[config.mk]
export PLATFORM = sky130hd
export DESIGN_NAME = spi_regfile_peripheral_flat
export DESIGN_NICKNAME = d
export VERILOG_FILES = /design/src/rtl/spi_regfile_peripheral_pkg.sv /design/src/rtl/spi_regfile_peripheral_if.sv /design/src/rtl/spi_regfile_peripheral_sync_edge.sv /design/src/rtl/spi_regfile_peripheral.sv /design/src/flat_wrapper.sv
export SDC_FILE = /design/constraint.sdc
export NUM_CORES = 1
export LEC_CHECK = 0
export CORE_MARGIN = 2
export CORE_UTILIZATION = 40
export DETAILED_ROUTE_END_ITERATION = 6
export GPL_ROUTABILITY_DRIVEN = 0
export PLACE_DENSITY_LB_ADDON = 0.08
export RECOVER_POWER = 50
export SETUP_SLACK_MARGIN = 0.5
export SYNTH_ARGS = -nofsm -noshare
export SYNTH_HDL_FRONTEND = slang
export SYNTH_SLANG_ARGS = --single-unit
[constraint.sdc]
create_clock -name clk -period 3 [get_ports clk]
set_input_delay 0.6 -clock clk [delete_from_list [all_inputs] [get_ports clk]]
set_output_delay 0.6 -clock clk [all_outputs]
set_load 0.005 [all_outputs]
[src/rtl/spi_regfile_peripheral_pkg.sv]
// Shared types and helpers for the SPI register-file target.
package spi_regfile_peripheral_pkg;

    // Frame layout: one R/W bit, then the address field, then the data field.
    function automatic int frame_width(input int addr_w, input int data_w);
        return 1 + addr_w + data_w;
    endfunction

    // The bit counter must hold FRAME_W+1 so that long frames stay distinguishable.
    function automatic int count_width(input int frame_w);
        return $clog2(frame_w + 2);
    endfunction

    typedef enum logic [1:0] {
        ST_IDLE   = 2'd0,
        ST_HDR    = 2'd1,
        ST_DATA   = 2'd2,
        ST_COMMIT = 2'd3
    } spi_state_t;

    localparam logic RW_WRITE = 1'b1;
    localparam logic RW_READ  = 1'b0;

endpackage

[src/rtl/spi_regfile_peripheral_if.sv]
// SPI pin bundle between a controller and the register-file target.
interface spi_regfile_peripheral_if;
    logic SCLK;
    logic COPI;
    logic nCS;
    logic CIPO;
    logic cipo_oe;

    modport master (output SCLK, output COPI, output nCS, input CIPO, input cipo_oe);
    modport slave  (input SCLK, input COPI, input nCS, output CIPO, output cipo_oe);
endinterface

[src/rtl/spi_regfile_peripheral_sync_edge.sv]
// Multi-flop synchroniser with single-cycle rise/fall pulses on the synchronised level.
module spi_sync_edge #(
    parameter int   STAGES    = 2,
    parameter logic RESET_VAL = 1'b0
) (
    input  logic clk,
    input  logic rst_n,
    input  logic din,
    output logic level,
    output logic rise,
    output logic fall
);

    logic [STAGES-1:0] chain_reg;
    logic              prev_reg;

    // Shift the asynchronous input through the chain and keep one delayed copy for edge detection.
    always_ff @(posedge clk or negedge rst_n) begin
        if (!rst_n) begin
            chain_reg <= {STAGES{RESET_VAL}};
            prev_reg  <= RESET_VAL;
        end else begin
            chain_reg <= {chain_reg[STAGES-2:0], din};
            prev_reg  <= chain_reg[STAGES-1];
        end
    end

    assign level = chain_reg[STAGES-1];
    assign rise  = level & ~prev_reg;
    assign fall  = ~level & prev_reg;

endmodule

[src/rtl/spi_regfile_peripheral.sv]
// SPI Mode-0 register-file target: oversampled pins, framed writes/reads, error flags.
module spi_regfile_peripheral
    import spi_regfile_peripheral_pkg::*;
#(
    parameter int NUM_REGS    = 5,
    parameter int DATA_W      = 8,
    parameter int ADDR_W      = 7,
    parameter int SYNC_STAGES = 2
) (
    input  logic                         clk,
    input  logic                         rst_n,
    spi_regfile_peripheral_if.slave      spi,
    input  logic                         err_clr,
    output logic [NUM_REGS*DATA_W-1:0]   regs_flat,
    output logic                         wr_strobe,
    output logic [ADDR_W-1:0]            wr_addr,
    output logic                         err_addr,
    output logic                         err_len
);

    localparam int FRAME_W = frame_width(ADDR_W, DATA_W);
    localparam int CNT_W   = count_width(FRAME_W);
    localparam int HDR_W   = 1 + ADDR_W;

    // Index 0 = SCLK, 1 = COPI, 2 = nCS (nCS idles high, so its chain resets high).
    logic [2:0] pin_raw, pin_lvl, pin_rise, pin_fall;
    assign pin_raw = {spi.nCS, spi.COPI, spi.SCLK};

    for (genvar gi = 0; gi < 3; gi++) begin : g_sync
        spi_sync_edge #(
            .STAGES    (SYNC_STAGES),
            .RESET_VAL ((gi == 2) ? 1'b1 : 1'b0)
        ) u_sync (
            .clk   (clk),
            .rst_n (rst_n),
            .din   (pin_raw[gi]),
            .level (pin_lvl[gi]),
            .rise  (pin_rise[gi]),
            .fall  (pin_fall[gi])
        );
    end

    logic sclk_rise, sclk_fall, copi_lvl, ncs_lvl, ncs_rise, ncs_fall;
    assign sclk_rise = pin_rise[0];
    assign sclk_fall = pin_fall[0];
    assign copi_lvl  = pin_lvl[1];
    assign ncs_lvl   = pin_lvl[2];
    assign ncs_rise  = pin_rise[2];
    assign ncs_fall  = pin_fall[2];

    logic unused_pins;
    assign unused_pins = ^{pin_lvl[0], pin_rise[1], pin_fall[1]};

    spi_state_t          state_reg, state_next;
    logic [CNT_W-1:0]    cnt_reg, cnt_next;
    logic [FRAME_W-1:0]  shift_in_reg, shift_in_next;
    logic [DATA_W-1:0]   shift_out_reg;
    logic                cipo_oe_reg;
    logic [DATA_W-1:0]   regs_reg [NUM_REGS];
    logic                wr_strobe_reg;
    logic [ADDR_W-1:0]   wr_addr_reg;
    logic                err_addr_reg;
    logic                err_len_reg;

    // A frame bit is taken only while selected and never in the same cycle nCS releases.
    logic in_frame, bit_rise;
    assign in_frame = (state_reg == ST_HDR) || (state_reg == ST_DATA);
    assign bit_rise = in_frame && sclk_rise && !ncs_rise && !ncs_lvl;

    assign cnt_next      = (cnt_reg == CNT_W'(FRAME_W + 1)) ? cnt_reg : cnt_reg + 1'b1;
    assign shift_in_next = {shift_in_reg[FRAME_W-2:0], copi_lvl};

    // Header fields as they stand once the last header bit is shifted in.
    logic              hdr_rw;
    logic [ADDR_W-1:0] hdr_addr;
    assign hdr_rw   = shift_in_next[ADDR_W];
    assign hdr_addr = shift_in_next[ADDR_W-1:0];

    // Fields of a completed frame, examined during COMMIT.
    logic              cmt_rw, cmt_full, cmt_in_range, cmt_wr;
    logic [ADDR_W-1:0] cmt_addr;
    logic [DATA_W-1:0] cmt_data;
    assign cmt_rw       = shift_in_reg[FRAME_W-1];
    assign cmt_addr     = shift_in_reg[DATA_W +: ADDR_W];
    assign cmt_data     = shift_in_reg[DATA_W-1:0];
    assign cmt_full     = (cnt_reg == CNT_W'(FRAME_W));
    assign cmt_in_range = ({1'b0, cmt_addr} < (ADDR_W+1)'(NUM_REGS));
    assign cmt_wr       = (state_reg == ST_COMMIT) && cmt_full && cmt_in_range && (cmt_rw == RW_WRITE);

    // Read-data lookup; out-of-range addresses match no entry and return zero.
    logic [DATA_W-1:0] rd_word;
    always_comb begin
        rd_word = '0;
        for (int i = 0; i < NUM_REGS; i++) begin
            if (hdr_addr == ADDR_W'(i)) rd_word = regs_reg[i];
        end
    end

    // Next-state logic: nCS release always ends the frame, even mid-header.
    always_comb begin
        state_next = state_reg;
        case (state_reg)
            ST_IDLE:   if (ncs_fall) state_next = ST_HDR;
            ST_HDR: begin
                if (ncs_rise)                                        state_next = ST_COMMIT;
                else if (bit_rise && cnt_reg == CNT_W'(HDR_W - 1))   state_next = ST_DATA;
            end
            ST_DATA:   if (ncs_rise) state_next = ST_COMMIT;
            ST_COMMIT: state_next = ST_IDLE;
            default:   state_next = ST_IDLE;
        endcase
    end

    // FSM state register.
    always_ff @(posedge clk or negedge rst_n) begin
        if (!rst_n) state_reg <= ST_IDLE;
        else        state_reg <= state_next;
    end

    // Frame datapath: bit capture, read shift-out, commit outcome and error flags.
    always_ff @(posedge clk or negedge rst_n) begin
        if (!rst_n) begin
            cnt_reg       <= '0;
            shift_in_reg  <= '0;
            shift_out_reg <= '0;
            cipo_oe_reg   <= 1'b0;
            wr_strobe_reg <= 1'b0;
            wr_addr_reg   <= '0;
            err_addr_reg  <= 1'b0;
            err_len_reg   <= 1'b0;
        end else begin
            wr_strobe_reg <= 1'b0;
            err_len_reg   <= 1'b0;
            if (err_clr) err_addr_reg <= 1'b0;

            if (state_reg == ST_IDLE && ncs_fall) begin
                cnt_reg      <= '0;
                shift_in_reg <= '0;
            end

            if (bit_rise) begin
                cnt_reg      <= cnt_next;
                shift_in_reg <= shift_in_next;
            end

            if (state_reg == ST_HDR && state_next == ST_DATA && hdr_rw == RW_READ) begin
                shift_out_reg <= rd_word;
                cipo_oe_reg   <= 1'b1;
            end

            // The fall right after the last header bit must not shift: the MSB is
            // only just loaded and the controller samples it on the next rise.
            if (state_reg == ST_DATA && cipo_oe_reg && sclk_fall && !ncs_rise &&
                cnt_reg > CNT_W'(HDR_W)) begin
                shift_out_reg <= {shift_out_reg[DATA_W-2:0], 1'b0};
            end

            if (state_next == ST_COMMIT && state_reg != ST_COMMIT) begin
                shift_out_reg <= '0;
                cipo_oe_reg   <= 1'b0;
            end

            if (state_reg == ST_COMMIT) begin
                if (!cmt_full) begin
                    err_len_reg <= 1'b1;
                end else if (!cmt_in_range) begin
                    err_addr_reg <= 1'b1;
                end else if (cmt_rw == RW_WRITE) begin
                    wr_strobe_reg <= 1'b1;
                    wr_addr_reg   <= cmt_addr;
                end
            end
        end
    end

    // One flop group per register, updated on the same edge that raises wr_strobe.
    for (genvar gi = 0; gi < NUM_REGS; gi++) begin : g_regs
        always_ff @(posedge clk or negedge rst_n) begin
            if (!rst_n)                                  regs_reg[gi] <= '0;
            else if (cmt_wr && cmt_addr == ADDR_W'(gi))  regs_reg[gi] <= cmt_data;
        end
        assign regs_flat[gi*DATA_W +: DATA_W] = regs_reg[gi];
    end

    assign spi.CIPO    = shift_out_reg[DATA_W-1];
    assign spi.cipo_oe = cipo_oe_reg;
    assign wr_strobe   = wr_strobe_reg;
    assign wr_addr     = wr_addr_reg;
    assign err_addr    = err_addr_reg;
    assign err_len     = err_len_reg;

endmodule
[src/flat_wrapper.sv]
// flat-port wrapper written by rule: the top's interface ports become plain ports
module spi_regfile_peripheral_flat import spi_regfile_peripheral_pkg::*;
#(
    parameter int NUM_REGS    = 5,
    parameter int DATA_W      = 8,
    parameter int ADDR_W      = 7,
    parameter int SYNC_STAGES = 2
)
  (clk, rst_n, err_clr, regs_flat, wr_strobe, wr_addr, err_addr, err_len, spi_SCLK, spi_COPI, spi_nCS, spi_CIPO, spi_cipo_oe);
  spi_regfile_peripheral_if spi_i ();
  input  logic clk;
  input  logic rst_n;
  input  logic err_clr;
  output logic [NUM_REGS*DATA_W-1:0] regs_flat;
  output logic wr_strobe;
  output logic [ADDR_W-1:0] wr_addr;
  output logic err_addr;
  output logic err_len;
  input wire logic [$bits(spi_i.SCLK)-1:0] spi_SCLK;
  input wire logic [$bits(spi_i.COPI)-1:0] spi_COPI;
  input wire logic [$bits(spi_i.nCS)-1:0] spi_nCS;
  output wire logic [$bits(spi_i.CIPO)-1:0] spi_CIPO;
  output wire logic [$bits(spi_i.cipo_oe)-1:0] spi_cipo_oe;
  assign spi_i.SCLK = spi_SCLK;
  assign spi_i.COPI = spi_COPI;
  assign spi_i.nCS = spi_nCS;
  assign spi_CIPO = spi_i.CIPO;
  assign spi_cipo_oe = spi_i.cipo_oe;
  spi_regfile_peripheral #(.NUM_REGS(NUM_REGS), .DATA_W(DATA_W), .ADDR_W(ADDR_W), .SYNC_STAGES(SYNC_STAGES)) u_core (.clk(clk), .rst_n(rst_n), .spi(spi_i), .err_clr(err_clr), .regs_flat(regs_flat), .wr_strobe(wr_strobe), .wr_addr(wr_addr), .err_addr(err_addr), .err_len(err_len));
endmodule
==> impl_metrics.csv, run 1 <==
group,metric,value,unit
logic_synthesis,synth_area_leaders,"dfrtp_1 53%, mux2_2 11%, mux4_2 3.8%, a22o_1 3.2%, ha_1 2.7%",
critical_path,endpoint_kind,"flop",
run_status,status,"finished clean",
finish,drive_gt1_share,26.5,%
clock_network,path_clk_slew,0.08,ns
critical_path,critPathKind,"flop to flop",
finish,diodes,0,
timing,setup_tns,0,ns
critical_path,cp_cell_sequence,"clkbuf_4 -> clkbuf_1 -> ha_1 -> and3_1 -> nand3_1 -> nor4_4 -> buf_4 -> mux2_2",
critical_path,reg2reg_from,"u_core.state_reg[1]",
route,num_vias,2875,
critical_path,crit_path_start,"u_core.state_reg[1]",
critical_path,r2r_slack,0.42,ns
critical_path,crit_end,"u_core.regs_flat[29]",
clock_network,htree_num_levels,3,
route,wl_per_cell,18.5,µm
critical_path,arrival,2.83,ns
route,drtPass1Iterations,4,
placement,placed_area,4860,µm²
global_routing,first_global_vias,2906,
clock_network,cts_buffers,9,
critical_path,path_max_fanout,8,
placement,dpl.hpwl,6430,µm
die,num_io_pins,58,
logic_synthesis,async_flop_share,100,%
logic_synthesis,synth.top_cells.by_count,"87 x dfrtp_1, 41 x mux2_2, 18 x nand2_1, 15 x a22o_1, 13 x a21oi_1",
global_routing,grt_pass1_wl,15900,µm
timing,hold_viol_final,0,
power,p_leak,0.00229,µW
logic_synthesis,yosysTopAreaCell,"dfrtp_1",
clock_network,clockBufferDepth,2,
route,drt_wl_total,9780,µm
logic_synthesis,ys.warnings.count,0,
global_routing,gr-total-overflow,0,
logic_synthesis,synth-main-ff-cell,"dfrtp_1",
timing,period_minus_slack,2.58,ns
route,antenna_left,0,
global_routing,grt_max_degree,47,
timing,skew,0.0112,ns
placement,placement.io_buffers,57,
logic_synthesis,yosysSeqAreaShare,54.6,%
timing,maxSlewHeadroom,22.2,%
die,die_w,106,µm
finish,nets,403,
die,core.rowCount,37,
critical_path,startpoint_type,"flop",
critical_path,cpMaxStageDelayCell,"dfrtp_1",
timing,final.setup.worst_slack,0.417,ns
hold_path,hold_class,"flop to flop",
timing,setup_viol,0,
logic_synthesis,syn_inst,317,
finish,largest_register_ffs,40,
route,vias_per_cell,5.43,
route,drcViolationCount,0,
power,power_density,565,nW/µm²
clock_network,cts_tree,"yes",
run,cap_viol_max_count,0,
die,initial_core_util,40.6,%
timing,fin_crit_sh,86.1,%
placement,dp_worst_setup_slack,0.202,ns
timing,rsz0062_at_grt,"no",
logic_synthesis,synthDistinctLibCells,53,
critical_path,worstPathRequired,3.25,ns
global_routing,antenna_found_initial,0,
critical_path,r2r-end,"u_core.regs_flat[29]",
critical_path,rr_worst_depth,8,
die,die_h,106,µm
logic_synthesis,syn_avg_cell_area,13.0,µm²
clock_network,numClockSinks,90,
logic_synthesis,synth_nets,332,
finish,syn2layout_area_growth,25.5,%
route,drt_iter0_markers,173,
timing,worstMarginPinSlew,1.17,ns
logic_synthesis,post-synth-top-count-cell,"dfrtp_1",
logic_synthesis,syn_area,4130,µm²
power,ir_drop,0.375,mV
logic_synthesis,synth-seq-cells,90,
global_routing,grt_usage,18.4,%
logic_synthesis,synth_top_area_share,52.7,%
clock_network,cts-hold-fix-buffers,0,
die,dieArea,11200,µm²
timing,timing.fmax,387,MHz
logic_synthesis,synth_edf_count,0,
die,core,10200,µm²
finish,final_cell_area,5190,µm²
power,p_total,2930,µW
critical_path,crit_path_max_incr_delay,0.37,ns
clock_network,cts_root_buf,"clkbuf_8",
timing,report.final.slew_viol_count,0,
clock_network,insertion_delay,0.37,ns
==> power by group <==
group | internal (µW) | total [µW] | switching, µW
Sequential | 1270 | 1380 | 108
Combinational | 292 | 709 | 417
Clock | 413 | 848 | 435
==> stage by stage <==
stage	hold slack, ns	util (%)	instances
after floorplan	0.304	-	317
after global placement	0.332	47.7	503
after detailed placement	0.339	47.7	503
after CTS	0.257	50.2	525
after global routing	0.374	50.9	529
final	0.356	50.9	529
==> cell type report <==
cell class                      instances  area, µm²
Inverter                                9       33.8
Fill cell                             925       5000
Clock inverter                          5       61.3
Timing Repair Buffer                   75        686
Multi-Input combinational cell        203       1840
Tap cell                              136        170
Clock buffer                           11        141
Sequential cell                        90       2260
==> per-layer routing <==
layer,GRT usage (%),up-vias,routed length [µm]
met2,27.7,70,4650
met3,5.57,12,448
li1,-,1331,-
met5,0,-,0
met4,4.79,0,106
met1,26.0,1462,4570
==> worst min-delay path by stage <==
stage / cells past startpoint / startpoint / endpoint
4_1_cts: 1 / rst_n / u_core.shift_in_reg[6]
2_1_floorplan: 0 / rst_n / u_core.cnt_reg[0]
3_3_place_gp: 0 / u_core.g_sync[1].u_sync.chain_reg[0] / u_core.g_sync[1].u_sync.chain_reg[1]
5_1_grt: 0 / u_core.g_sync[0].u_sync.chain_reg[0] / u_core.g_sync[0].u_sync.chain_reg[1]
3_5_place_dp: 0 / u_core.g_sync[1].u_sync.chain_reg[0] / u_core.g_sync[1].u_sync.chain_reg[1]
6_report: 0 / u_core.g_sync[1].u_sync.chain_reg[0] / u_core.g_sync[1].u_sync.chain_reg[1]
==> cell usage in the layout, fill, tap and decap left out, types with 2 or more instances in the layout <==
cell	count
inv_2	2
nor2b_1	2
nand3_1	4
nor4_4	4
a21oi_1	13
ha_1	7
a22o_1	15
buf_4	13
a31oi_4	2
clkbuf_8	10
nor4_1	2
clkdlybuf4s50_1	45
nand4_1	3
nand2_1	18
nor2_1	9
o21ai_0	8
mux4_2	7
dlygate4sd3_1	11
nand3b_1	2
and3_1	8
clkbuf_1	5
mux2_2	41
a31oi_1	7
or4_4	2
inv_1	6
dfrtp_1	87
and2_1	3
a21boi_0	2
nand2b_1	3
or4_1	5
o211ai_1	7
clkinv_4	2
dfstp_2	2
==> kinds of logic (layout without fill, tap and decap cells) <==
logic type / count (synthesis) / count (layout) / synth area share [%]
AO/OA/AOI/OAI: 64 / 65 / 11.1
XOR/XNOR: 1 / 1 / 0.212
adder cells (fa/ha/maj): 9 / 9 / 2.72
buffers and inverters: 25 / 100 / 2.69
flip-flops: 90 / 90 / 54.6
multiplexers: 49 / 49 / 15.2
AND/OR/NAND/NOR: 79 / 79 / 13.4
==> repair_timing <==
action | 4_1_cts | 5_1_grt
gates resized for setup | 1 | 14
cloned | 1 | 0
buffers inserted | 5 | 4
setup endpoints to repair | 9 | 9
pin swaps | 2 | 14
==> critical path, delay by kind of cell, from the launching register on <==
family	cells	cell delay, ns
multiplexers	1	0.35
AND/OR/NAND/NOR	3	0.86
flip-flops	1	0.37
adder cells (fa/ha/maj)	1	0.32
buffers and inverters	3	0.57
Note: power is estimated with default switching activity, not from simulation.
==> run 2, diff against run 1 <==
--- a/config.mk
+++ b/config.mk
@@ -5,6 +5,8 @@
 export SDC_FILE = /design/constraint.sdc
 export NUM_CORES = 1
 export LEC_CHECK = 0
+export ABC_CLOCK_PERIOD_IN_PS = 3000
+export CAP_MARGIN = 20
 export CORE_MARGIN = 2
 export CORE_UTILIZATION = 40
 export DETAILED_ROUTE_END_ITERATION = 6
==> results of run 2 <==
Final layout, timing and power as in run 1 (identical DEF).
==> run 3, diff against run 2 <==
--- a/config.mk
+++ b/config.mk
@@ -8,7 +8,7 @@
 export ABC_CLOCK_PERIOD_IN_PS = 3000
 export CAP_MARGIN = 20
 export CORE_MARGIN = 2
-export CORE_UTILIZATION = 40
+export CORE_UTILIZATION = 30
 export DETAILED_ROUTE_END_ITERATION = 6
 export GPL_ROUTABILITY_DRIVEN = 0
 export PLACE_DENSITY_LB_ADDON = 0.08
==> run 3 against run 2 <==
The flow now finishes with violations (capacitance limit, slew limit). Clock power rose by 31%. Flip-flop and latch count did not move. First-iteration DRC count rose by 10%. Clock skew barely moved. Sequential share of layout area fell by 0.97 points. Total power rose by 10%.
==> impl_metrics.csv, run 3 (same netlist as run 1, synthesis figures left out) <==
group,metric,value,unit
timing,setup_tns,0,ns
timing,whs,0.358,ns
finish,post-route-util,39.8,%
power,ir_drop,0.277,mV
placement,dpl.hpwl,6700,µm
finish,largest_register_ffs,40,
route,drt_wl_total,10600,µm
power,p_leak,0.00234,µW
route,drcViolationCount,0,
timing,hold_viol_final,0,
finish,fillers,1308,
clock_network,clockBufferDepth,2,
placement,placed_area,4930,µm²
critical_path,cp_cell_sequence,"or3_1 -> nor3_4 -> nand3_1 -> nor4b_4 -> buf_4 -> mux2_2",
die,die_w,121,µm
critical_path,crit_path_max_incr_delay,0.44,ns
placement,placement.io_buffers,57,
timing,skew,0.0107,ns
clock_network,cts_root_buf,"clkbuf_16",
global_routing,grt_pass1_wl,17000,µm
critical_path,endpoint_kind,"flop",
timing,timing.fmax,389,MHz
run,cap_viol_max_count,1,
route,met2_length,4940,µm
finish,nets,405,
global_routing,gr-total-overflow,0,
route,num_vias,2935,
finish,final_cell_area,5310,µm²
critical_path,arrival,2.80,ns
die,initial_core_util,31.0,%
power,power_density,608,nW/µm²
critical_path,critPathKind,"flop to flop",
hold_path,hold_class,"flop to flop",
die,core.rowCount,42,
timing,worstMarginPinSlew,1.70,ns
critical_path,path_max_fanout,9,
finish,final_common_cell,"dfrtp_1",
run_status,status,"complete, but fails checks",
critical_path,cp_top_family,"simple AND/OR/NAND/NOR gates",
timing,fin_crit_sh,85.6,%
clock_network,cts-hold-fix-buffers,0,
route,wl_met1,5020,µm
timing,maxSlewHeadroom,-13.6,%
die,core,13300,µm²
global_routing,antenna_found_initial,0,
timing,setup_viol,0,
finish,diodes,0,
clock_network,path_clk_slew,0.06,ns
die,dieArea,14700,µm²
clock_network,numClockSinks,90,
global_routing,grt_max_degree,43,
critical_path,cp_num_buf_inv,1,
route,antenna_left,0,
run_status,violations,"capacitance limit, slew limit",
route,drtPass1Iterations,4,
finish,drive_gt1_share,25.6,%
critical_path,startpoint_type,"flop",
finish,stdcell_count,570,
route,wl_per_cell,18.6,µm
timing,period_minus_slack,2.57,ns
finish,final_cell_mix,"87 x dfrtp_1, 45 x clkdlybuf4s50_1, 41 x mux2_2",
placement,dp.cells,544,
clock_network,cts_tree,"yes",
timing,rsz0062_at_grt,"yes",
finish,syn2layout_area_growth,28.4,%
route,vias_per_cell,5.15,
die,num_io_pins,58,
critical_path,worstPathRequired,3.23,ns
global_routing,grt_usage,15.3,%
global_routing,first_global_vias,2947,
timing,report.final.slew_viol_count,29,
clock_network,htree_num_levels,3,
die,die_h,121,µm
critical_path,cpMaxStageDelayCell,"or3_1",
route,wl_met3,502,µm
clock_network,cts_buffers,9,
clock_network,insertion_delay,0.34,ns
route,drt_iter0_markers,191,
route,top_layer_used,"met4",
-- run 3: cell count changes in the layout (fill, tap and decap cells not counted), sizes merged --
cell,change
buf,+2
a221o,+1
clkbuf,-1
clkinv,-1
-- run 3: metal layers --
metal  GRT usage [%]  up-vias
met3            5.22        9
met4            4.60        0
met2            22.1       71
met1            21.7     1516
met5               0        -
li1                -     1339
-- run 3: worst paths after layout --
path                                                      startpoint                              endpoint  slack (ns)  depth (start not counted)
max in group asynchronous                                      rst_n  u_core.g_sync[2].u_sync.chain_reg[0]        0.96                          2
worst min register to register  u_core.g_sync[1].u_sync.chain_reg[0]  u_core.g_sync[1].u_sync.chain_reg[1]        0.36                          0
min in group asynchronous                                      rst_n                       u_core.err_addr        0.69                          1
worst max register to register               u_core.shift_in_reg[13]                   u_core.regs_flat[6]        0.43                          6
worst max-delay path                         u_core.shift_in_reg[13]                   u_core.regs_flat[6]        0.43                          6
worst min-delay path            u_core.g_sync[1].u_sync.chain_reg[0]  u_core.g_sync[1].u_sync.chain_reg[1]        0.36                          0
-- run 3: layout make-up --
class | instances | area (µm²) | share of cell area [%]
tap | 176 | 220 | 4.15
timing repair buffer | 76 | 709 | 13.4
clock inverter | 4 | 52.6 | 0.990
clock buffer | 11 | 233 | 4.39
inverter | 9 | 33.8 | 0.637
sequential | 90 | 2260 | 42.5
multi-input combinational | 204 | 1800 | 34.0
-- run 3: worst register-to-register path: stages (launching register included) --
cell,delay (ns)
dfrtp_1,0.40
or3_1,0.44
nor3_4,0.26
nand3_1,0.40
nor4b_4,0.36
buf_4,0.24
mux2_2,0.36
-- run 3: repair_timing --
item                                    in CTS  in global routing
pin swaps                                    2                  6
gates resized for setup                      2                  7
setup buffers                                6                  3
endpoints found under the setup margin       9                 12
cloned                                       2                  0
endpoints found under the hold margin        0                  0
-- run 3: stage by stage --
stage / total power [µW] / setup WS [ns]
finish: 3230 / 0.431
global route: 3400 / 0.331
CTS: 3240 / 0.548
detailed placement: 1980 / 0.224
global placement: 1970 / 0.319
floorplan: 1790 / 0.604
-- run 3: power breakdown --
part | internal [µW] | leakage, µW | switching [µW]
registers | 1270 | 0.00123 | 112
logic | 299 | 0.000969 | 439
clock network | 645 | 0.000140 | 465
